`src/rtl/bsg_gateway_watchdog_pkg.sv`:
```
// Shared types and helpers for the gateway progress watchdog.
// Holds the per-channel state encoding and a width helper that is safe for n <= 1.
package bsg_gateway_watchdog_pkg;

    typedef enum logic [1:0] {
        e_wd_idle    = 2'd0,
        e_wd_wait    = 2'd1,
        e_wd_timeout = 2'd2
    } wd_state_e;

    function automatic int safe_clog2(input int n);
        return (n <= 1) ? 1 : $clog2(n);
    endfunction

endpackage

```
`src/rtl/bsg_gateway_watchdog_channel.sv`:
```
// One monitored valid/ready channel: stall FSM with saturating stall counter.
// enter_o pulses on the cycle the channel commits to the absorbing timeout state.
module bsg_gateway_watchdog_channel
    import bsg_gateway_watchdog_pkg::*;
#(
    parameter int stall_limit_p = 1024
) (
    input  logic clk_i,
    input  logic reset_i,
    input  logic en_i,
    input  logic clear_i,
    input  logic v_i,
    input  logic ready_and_i,
    output logic enter_o,
    output logic timeout_o
);

    localparam int cnt_w = safe_clog2(stall_limit_p + 1);

    wd_state_e state_q, state_d;
    logic [cnt_w-1:0] cnt_q, cnt_d;
    logic stall, at_limit;

    assign stall    = v_i & ~ready_and_i;
    assign at_limit = (cnt_q == cnt_w'(stall_limit_p - 1));

    always_comb begin
        state_d = state_q;
        cnt_d   = cnt_q;
        enter_o = 1'b0;
        if (clear_i) begin
            state_d = e_wd_idle;
            cnt_d   = '0;
        end else if (en_i) begin
            unique case (state_q)
                e_wd_idle: begin
                    if (stall) begin
                        state_d = e_wd_wait;
                        cnt_d   = cnt_w'(1);
                    end
                end
                e_wd_wait: begin
                    if (!stall) begin
                        state_d = e_wd_idle;
                        cnt_d   = '0;
                    end else if (at_limit) begin
                        // counter parks at the limit; timeout never leaves
                        state_d = e_wd_timeout;
                        cnt_d   = cnt_w'(stall_limit_p);
                        enter_o = 1'b1;
                    end else begin
                        cnt_d = cnt_q + cnt_w'(1);
                    end
                end
                default: begin
                end
            endcase
        end
    end

    always_ff @(posedge clk_i or posedge reset_i) begin
        if (reset_i) begin
            state_q <= e_wd_idle;
            cnt_q   <= '0;
        end else begin
            state_q <= state_d;
            cnt_q   <= cnt_d;
        end
    end

    assign timeout_o = (state_q == e_wd_timeout);

endmodule

```
`src/rtl/bsg_gateway_progress_watchdog.sv`:
```
// Progress watchdog: per-channel stall timeouts, first-timeout latch, global deadlock.
// Define BSG_GATEWAY_WATCHDOG_FINISH_EN to report and $finish on the first trip.
module bsg_gateway_progress_watchdog
    import bsg_gateway_watchdog_pkg::*;
#(
    parameter int num_channels_p = 4,
    parameter int stall_limit_p  = 1024,
    parameter int idle_limit_p   = 500000
) (
    input  logic                                   clk_i,
    input  logic                                   reset_i,
    input  logic                                   en_i,
    input  logic                                   clear_i,
    input  logic [num_channels_p-1:0]              v_i,
    input  logic [num_channels_p-1:0]              ready_and_i,
    output logic [num_channels_p-1:0]              timeout_o,
    output logic [safe_clog2(num_channels_p)-1:0]  first_id_o,
    output logic                                   first_v_o,
    output logic                                   deadlock_o
);

    localparam int id_w   = safe_clog2(num_channels_p);
    localparam int idle_w = safe_clog2(idle_limit_p + 1);

    logic [num_channels_p-1:0] enter, hs;
    logic [idle_w-1:0]         idle_q, idle_d;
    logic [id_w-1:0]           first_id_q, first_id_d;
    logic                      first_v_q, first_v_d;
    logic                      dead_q, dead_d;

    for (genvar c = 0; c < num_channels_p; c++) begin : g_ch
        bsg_gateway_watchdog_channel #(
            .stall_limit_p(stall_limit_p)
        ) u_ch (
            .clk_i      (clk_i),
            .reset_i    (reset_i),
            .en_i       (en_i),
            .clear_i    (clear_i),
            .v_i        (v_i[c]),
            .ready_and_i(ready_and_i[c]),
            .enter_o    (enter[c]),
            .timeout_o  (timeout_o[c])
        );
    end

    assign hs = v_i & ready_and_i;

    always_comb begin
        idle_d     = idle_q;
        dead_d     = dead_q;
        first_id_d = first_id_q;
        first_v_d  = first_v_q;
        if (clear_i) begin
            idle_d     = '0;
            dead_d     = 1'b0;
            first_id_d = '0;
            first_v_d  = 1'b0;
        end else if (en_i) begin
            if (|hs) begin
                idle_d = '0;
            end else if (|v_i) begin
                if (idle_q != idle_w'(idle_limit_p))
                    idle_d = idle_q + idle_w'(1);
                if (idle_q >= idle_w'(idle_limit_p - 1))
                    dead_d = 1'b1;
            end
            // scan downward so the lowest simultaneous entry wins
            if (!first_v_q && (|enter)) begin
                first_v_d = 1'b1;
                for (int c = num_channels_p - 1; c >= 0; c--)
                    if (enter[c]) first_id_d = id_w'(c);
            end
        end
    end

    always_ff @(posedge clk_i or posedge reset_i) begin
        if (reset_i) begin
            idle_q     <= '0;
            dead_q     <= 1'b0;
            first_id_q <= '0;
            first_v_q  <= 1'b0;
        end else begin
            idle_q     <= idle_d;
            dead_q     <= dead_d;
            first_id_q <= first_id_d;
            first_v_q  <= first_v_d;
        end
    end

    assign first_id_o = first_id_q;
    assign first_v_o  = first_v_q;
    assign deadlock_o = dead_q;

`ifdef BSG_GATEWAY_WATCHDOG_FINISH_EN
    logic [63:0] cyc_q;

    always_ff @(posedge clk_i or posedge reset_i) begin
        if (reset_i) cyc_q <= '0;
        else         cyc_q <= cyc_q + 64'd1;
    end

    always @(negedge clk_i) begin
        if (!reset_i && (first_v_q || dead_q)) begin
            if (first_v_q)
                $display("watchdog: channel %0d timeout, cycle %0d",
                         first_id_q, cyc_q);
            else
                $display("watchdog: DEADLOCK, cycle %0d", cyc_q);
            $finish;
        end
    end
`else
    // synthesizable build: no simulation control
`endif

endmodule

```
`config.mk`:
```
export PLATFORM = sky130hd
export DESIGN_NAME = bsg_gateway_progress_watchdog
export DESIGN_NICKNAME = d
export VERILOG_FILES = /design/src/rtl/bsg_gateway_watchdog_pkg.sv /design/src/rtl/bsg_gateway_watchdog_channel.sv /design/src/rtl/bsg_gateway_progress_watchdog.sv
export SDC_FILE = /design/constraint.sdc
export NUM_CORES = 1
export LEC_CHECK = 0
export CORE_UTILIZATION = 40
export DETAILED_ROUTE_END_ITERATION = 16
export GPL_TIMING_DRIVEN = 0
export HOLD_SLACK_MARGIN = 0.08
export SLEW_MARGIN = 20
export SYNTH_ARGS = -nofsm -noshare
export SYNTH_HDL_FRONTEND = slang
export SYNTH_SLANG_ARGS = --single-unit
```
`constraint.sdc`:
```
create_clock -name clk_i -period 3.2 [get_ports clk_i]
set_input_delay 0.64 -clock clk_i [delete_from_list [all_inputs] [get_ports clk_i]]
set_output_delay 0.64 -clock clk_i [all_outputs]
set_load 0.02 [all_outputs]
```
==> results_dict.tcl <==
set metrics [dict create \
    n_fill_cell 995 \
    end_kind "flip-flop" \
    die_y_um 106 \
    yosysSeqAreaShare_pct 43.3 \
    ctsHtreeMaxLevel 3 \
    syn-num-nets 488 \
    finalWirelength_um 10300 \
    holdWs_ns 0.505 \
    grt_pass1_wl_um 17400 \
    dr.pass1.iters 4 \
    dieArea_um2 11300 \
    grt_setup_unrepaired "no" \
    route.detailed.drc 0 \
    gp_congestion 0.842 \
    arrival_ns 2.73 \
    post-dp-hpwl_um 7240 \
    finalSetupViolCount 0 \
    criticalPathCategory "in -> reg" \
    finalClockSkew_ns 0.0117 \
    yosys.cell_count.top_type "dfrtp_1" \
    yosys_warnings 0 \
    run_status "finished, final reports clean" \
    core_um2 10400 \
    instances_no_fill 641 \
    cts_sinks 75 \
    ant_nets 0 \
    grt_util_all_layers_pct 19.7 \
    critPathMaxFanout 10 \
    area_delta_synth_final_pct 14.3 \
    maxSlewHeadroom_pct 48.6 \
    placed_area_um2 4720 \
    cp_slowest_cell "nor4_1" \
    hold_viol 0 \
    power_leakage_nw 2.01 \
    clk_path_buf_depth 2 \
    synth_top_area_cell "dfrtp_1" \
    max_freq_mhz 398 \
    grt_pass1_vias 3545 \
    num_antenna_cells 0 \
    stdcell_area_um2 4960 \
    ctsResizeCount 0 \
    cts_hold_buffers 0 \
    path_common_cell "nor2_1" \
    grt_max_degree 52 \
    io_pins 20 \
    cts_root_buf "clkbuf_8" \
    drt-initial-drc-count 185 \
    post-cts-setup-buffer-count 0 \
    initial_core_util_pct 41.6 \
    syn-mean-instance-area_um2 9.22 \
    cts_tree "built" \
    ys_top_cells_by_area "dfrtp_1 (43%), nor2_1 (5.6%), xor2_1 (5.5%)" \
    power_density_nw_per_um2 422 \
    tightest_slew_ns 0.765 \
    dieWidth_um 106 \
    synth_common_cells "dfrtp_1 (75), nor2_1 (65), nand2_1 (35)" \
    worstPathCellList "clkdlybuf4s50_1 -> nor4_1 -> nor2_1 -> o2111ai_1 -> buf_2 -> xor2_1 -> nor2_1" \
    synthArstFlopShare_pct 100 \
    critPathMaxStageDelay_ns 0.62 \
    netlist_area_um2 4340 \
    synth_top_area_share_pct 43.3 \
    vias_per_cell 5.72 \
    fin_crit_ns 2.51 \
    dp_cells 625 \
    synth-edff-count 0 \
    cts_buffers 9 \
    clock_latency_ns 0.36 \
    grt_overflow 0 \
    drive_gt1_share_pct 10.1 \
    maxCapViolations 0 \
    vias 3667 \
    netlist_instances 470 \
    finalCritPeriodShare_pct 78.6 \
    p_total_w 0.00209 \
    routedWlPerCell_um 16.0 \
    tns_ns 0 \
    antenna_found_initial 0 \
    port_buffers 18 \
    rows 37 \
    slew_viol_final 0 \
    final_nets 518 \
    yosysUniqueCellTypes 67 \
    worst_setup_path_start_kind "primary input" \
    synth_ff_type "dfrtp_1" \
    required_ns 3.42 \
    hp-class "reg -> reg" \
    clk_pin_slew_ns 0.08 \
    ys_ff_latch 75 \
    ir_drop_uv 250 \
]
final timing paths:
check                      slack (ns)                   from  cells past startpoint                endpoint
setup / recovery                 0.69                 v_i[2]                      7               idle_q[6]
setup reg to reg                 1.03              idle_q[0]                      8               idle_q[6]
max in group asynchronous        2.03                reset_i                      3  g_ch[1].u_ch.cnt_q[10]
hold / removal                   0.51  g_ch[2].u_ch.cnt_q[6]                      1   g_ch[2].u_ch.cnt_q[6]
hold reg to reg                  0.51  g_ch[2].u_ch.cnt_q[6]                      1   g_ch[2].u_ch.cnt_q[6]
min in group asynchronous        0.62                reset_i                      2               idle_q[2]
flip-flops by register name, indices dropped and copies added, names as in the netlist:
name               flops
deadlock_o             1
g_ch.u_ch.cnt_q       44
g_ch.u_ch.state_q      8
idle_q                19
first_v_o              1
first_id_o             2
routing by layer:
metal	track usage [%]	routed length (um)	vias to the layer above
li1	-	-	1782
met1	26.9	5060	1796
met2	30.2	4710	71
met3	3.43	296	18
met4	9.33	227	0
met5	0	0	-
worst max-delay path: cells and delay by family:
kind            cells  cell delay [ns]
compound gates      1             0.23
xor+xnor            1             0.16
buf+inv             2             0.82
simple gates        3             0.87
power breakdown:
part	switching (W)	internal, W	leakage, nW
clock	0.000369	0.000538	0.123
combinational	0.000135	0.0000658	0.850
sequential	0.0000217	0.000964	1.04
total	0.000525	0.00157	2.01
kinds of logic (layout without fill, tap and decap cells):
kind of cell,after synthesis,in the layout,share of synthesized area [%]
buffers and inverters,34,69,3.46
DFF,75,75,43.3
AOI/OAI and AO/OA,116,116,19.3
adders and majority gates,6,6,1.73
and+or+nand+nor,204,204,25.0
xor gates and xnor gates,32,32,6.46
muxes,3,3,0.750
placed cells by master, fill, tap and decap left out, types with 4 or more instances in the layout:
cell type and n:
nand3_1 22, and4_1 4, nor2b_1 7, o2111ai_1 7
o21ai_1 6, xnor2_1 5, buf_4 5, ha_1 6
inv_1 15, nand2b_1 7, nand4_1 10, o31ai_1 13
clkbuf_8 10, o41ai_1 4, and3_1 7, nand2_1 35
o211ai_1 12, clkbuf_1 9, nor3_1 8, and2_1 4
o21ai_0 27, a21oi_1 12, nor2_1 65, or3_1 10
a22o_1 4, xor2_1 27, clkdlybuf4s50_1 18, dfrtp_1 75
per-stage QoR:
step,util [%],setup WS [ns]
6_report,47.6,0.685
3_3_place_gp,45.0,-0.785
5_1_grt,47.6,0.554
4_1_cts,47.6,0.736
3_5_place_dp,45.3,0.362
2_1_floorplan,-,0.650
area by class of cell:
cell class                      count  area [um^2]  share of cell area, %
Tap cell                          136          170                   3.43
Clock buffer                       11          141                   2.85
Buffer                             17         86.3                   1.74
Sequential cell                    75         1880                   37.9
Multi-Input combinational cell    361         2310                   46.6
Timing Repair Buffer               19          208                   4.19
Clock inverter                      5          100                   2.02
Inverter                           17         66.3                   1.34
(Power assumes the default switching activity.)
==> variant, RTL diff (same flow settings) <==
Set the parameter `num_channels_p` to 8 (it was 4).
--- a/src/rtl/bsg_gateway_progress_watchdog.sv
+++ b/src/rtl/bsg_gateway_progress_watchdog.sv
@@ -3,7 +3,7 @@
 module bsg_gateway_progress_watchdog
     import bsg_gateway_watchdog_pkg::*;
 #(
-    parameter int num_channels_p = 4,
+    parameter int num_channels_p = 8,
     parameter int stall_limit_p  = 1024,
     parameter int idle_limit_p   = 500000
 ) (
Interface: changed (resized first_id_o, ready_and_i, timeout_o and v_i); port bits go from 20 to 33. The function was not compared with the original's and may differ.
==> variant against the unedited design <==
  * Count of clock-buffer cells in the layout is 13 higher
  * Critical path depth stayed put
  * Routed wire length is 63% higher
  * Area after synthesis is 65% higher
  * Worst setup slack worse by 350 ps
  * Sequential cell count is 53 higher
  * Cell area is 69% higher
  * Power is 89% higher
  * Final cell count is 70% higher
==> variant: results (changes against the unedited design) <==
| Metric | Value |
|---|---|
| Status | finished, final reports clean (unchanged) |
| Count of non-CTS buffers in the layout | 64 (was 36) |
| Cell family with the largest share of critical-path delay | buffers and inverters (was simple AND/OR/NAND/NOR gates) |
| Worst setup path endpoint | idle_q[8] (was idle_q[6]) |
| Net total in the final layout | 882 (was 518) |
| Worst hold margin | 476 ps (was 505 ps) |
| Root Buffer | sky130_fd_sc_hd__clkbuf_16 (was sky130_fd_sc_hd__clkbuf_8) |
| Sequential element share of the synthesized area | 0.448 (was 0.433) |
| Global routing usage summed across all routing layers | 0.200 (was 0.197) |
| Share of cells above drive strength 1 | 0.0695 (was 0.101) |
| R2r setup slk | 730 ps (was 1030 ps) |
| Unique cell type count in the Yosys netlist | 68 (was 67) |
| GR met1 Demand/Resource | 0.276 (was 0.269) |
| Number of fill cells | 1642 (was 995) |
| Number of H-tree branching levels | 4 (was 3) |
| Met3 Track Usage GR | 0.0423 (was 0.0343) |
| Total number of tap cells | 225 (was 136) |
| Mux contribution to synthesized area | 0.0103 (was 0.00750) |
| Final non-filler cell total | 1088 (was 641) |
| Met2 WL post-DR | 7.59 mm (was 4.71 mm) |
| Syn-to-layout area delta | 17.5% (was 14.3%) |
| Critical register-to-register path startpoint | g_ch[3].u_ch.cnt_q[0] (was idle_q[0]) |
| Xor/xnor cell area share of the yosys netlist | 0.0674 (was 0.0646) |
| Pin count of the biggest net entering global routing | 33 (was 52) |
| Detailed placer's ending HPWL | 12.2 mm (was 7.24 mm) |
| Biggest registers after layout | g_ch.u_ch.cnt_q: 88 flops, idle_q: 19 flops, g_ch.u_ch.state_q: 16 flops (was g_ch.u_ch.cnt_q: 44 flops, idle_q: 19 flops, g_ch.u_ch.state_q: 8 flops) |
| Cell with the largest stage delay on the worst path | sky130_fd_sc_hd__clkdlybuf4s50_1 (was sky130_fd_sc_hd__nor4_1) |
| Global-route wire length before repair | 28.6 mm (was 17.4 mm) |
| Max_slew headroom | 0.425 (was 0.486) |
| Total wirelength of the detailed-routed design | 16.7 mm (was 10.3 mm) |
| Area used by multi-input combinational logic | 3690 um^2 (was 2310 um^2) |
| Leading post-synthesis cells by cell area | sky130_fd_sc_hd__dfrtp_1 45%, sky130_fd_sc_hd__nor2_1 5.8%, sky130_fd_sc_hd__nand2_1 3.9% (was sky130_fd_sc_hd__dfrtp_1 43%, sky130_fd_sc_hd__nor2_1 5.6%, sky130_fd_sc_hd__xor2_1 5.5%) |
| First DRT Iteration DRCs | 409 (was 185) |
| Count of TritonRoute iterations in the first routing pass | 7 (was 4) |
| Last weighted congestion value of the routability-driven placer | 0.774 (was 0.842) |
| Placed cell areas | 7830 um^2 (was 4720 um^2) |
| Vias in the first global route | 5768 (was 3545) |
| Average vias per placed instance | 5.45 (was 5.72) |
| Slowest cell delay on critical path | 540 ps (was 620 ps) |
| Arr. time, crit path | 3190 ps (was 2730 ps) |
[variant: changes by cell type after synthesis, moves of 8 or more]
cell                       delta
sky130_fd_sc_hd__dfrtp_1     +53
sky130_fd_sc_hd__nor2_1      +45
sky130_fd_sc_hd__nand2_1     +39
sky130_fd_sc_hd__o21ai_0     +26
sky130_fd_sc_hd__nand4_1     +22
sky130_fd_sc_hd__xnor2_1     +21
sky130_fd_sc_hd__nand3_1     +18
sky130_fd_sc_hd__nand2b_1    +14
sky130_fd_sc_hd__nor3_1      +14
sky130_fd_sc_hd__a21oi_1     +11
sky130_fd_sc_hd__o211ai_1    -10
sky130_fd_sc_hd__and3_1       +9
sky130_fd_sc_hd__nor2b_1      +8
[variant: where the power goes]
group	internal [W]	switching (W)
logic	0.000143	0.000240
registers	0.00166	0.0000461
clock network	0.00119	0.000677
total	0.00300	0.000963
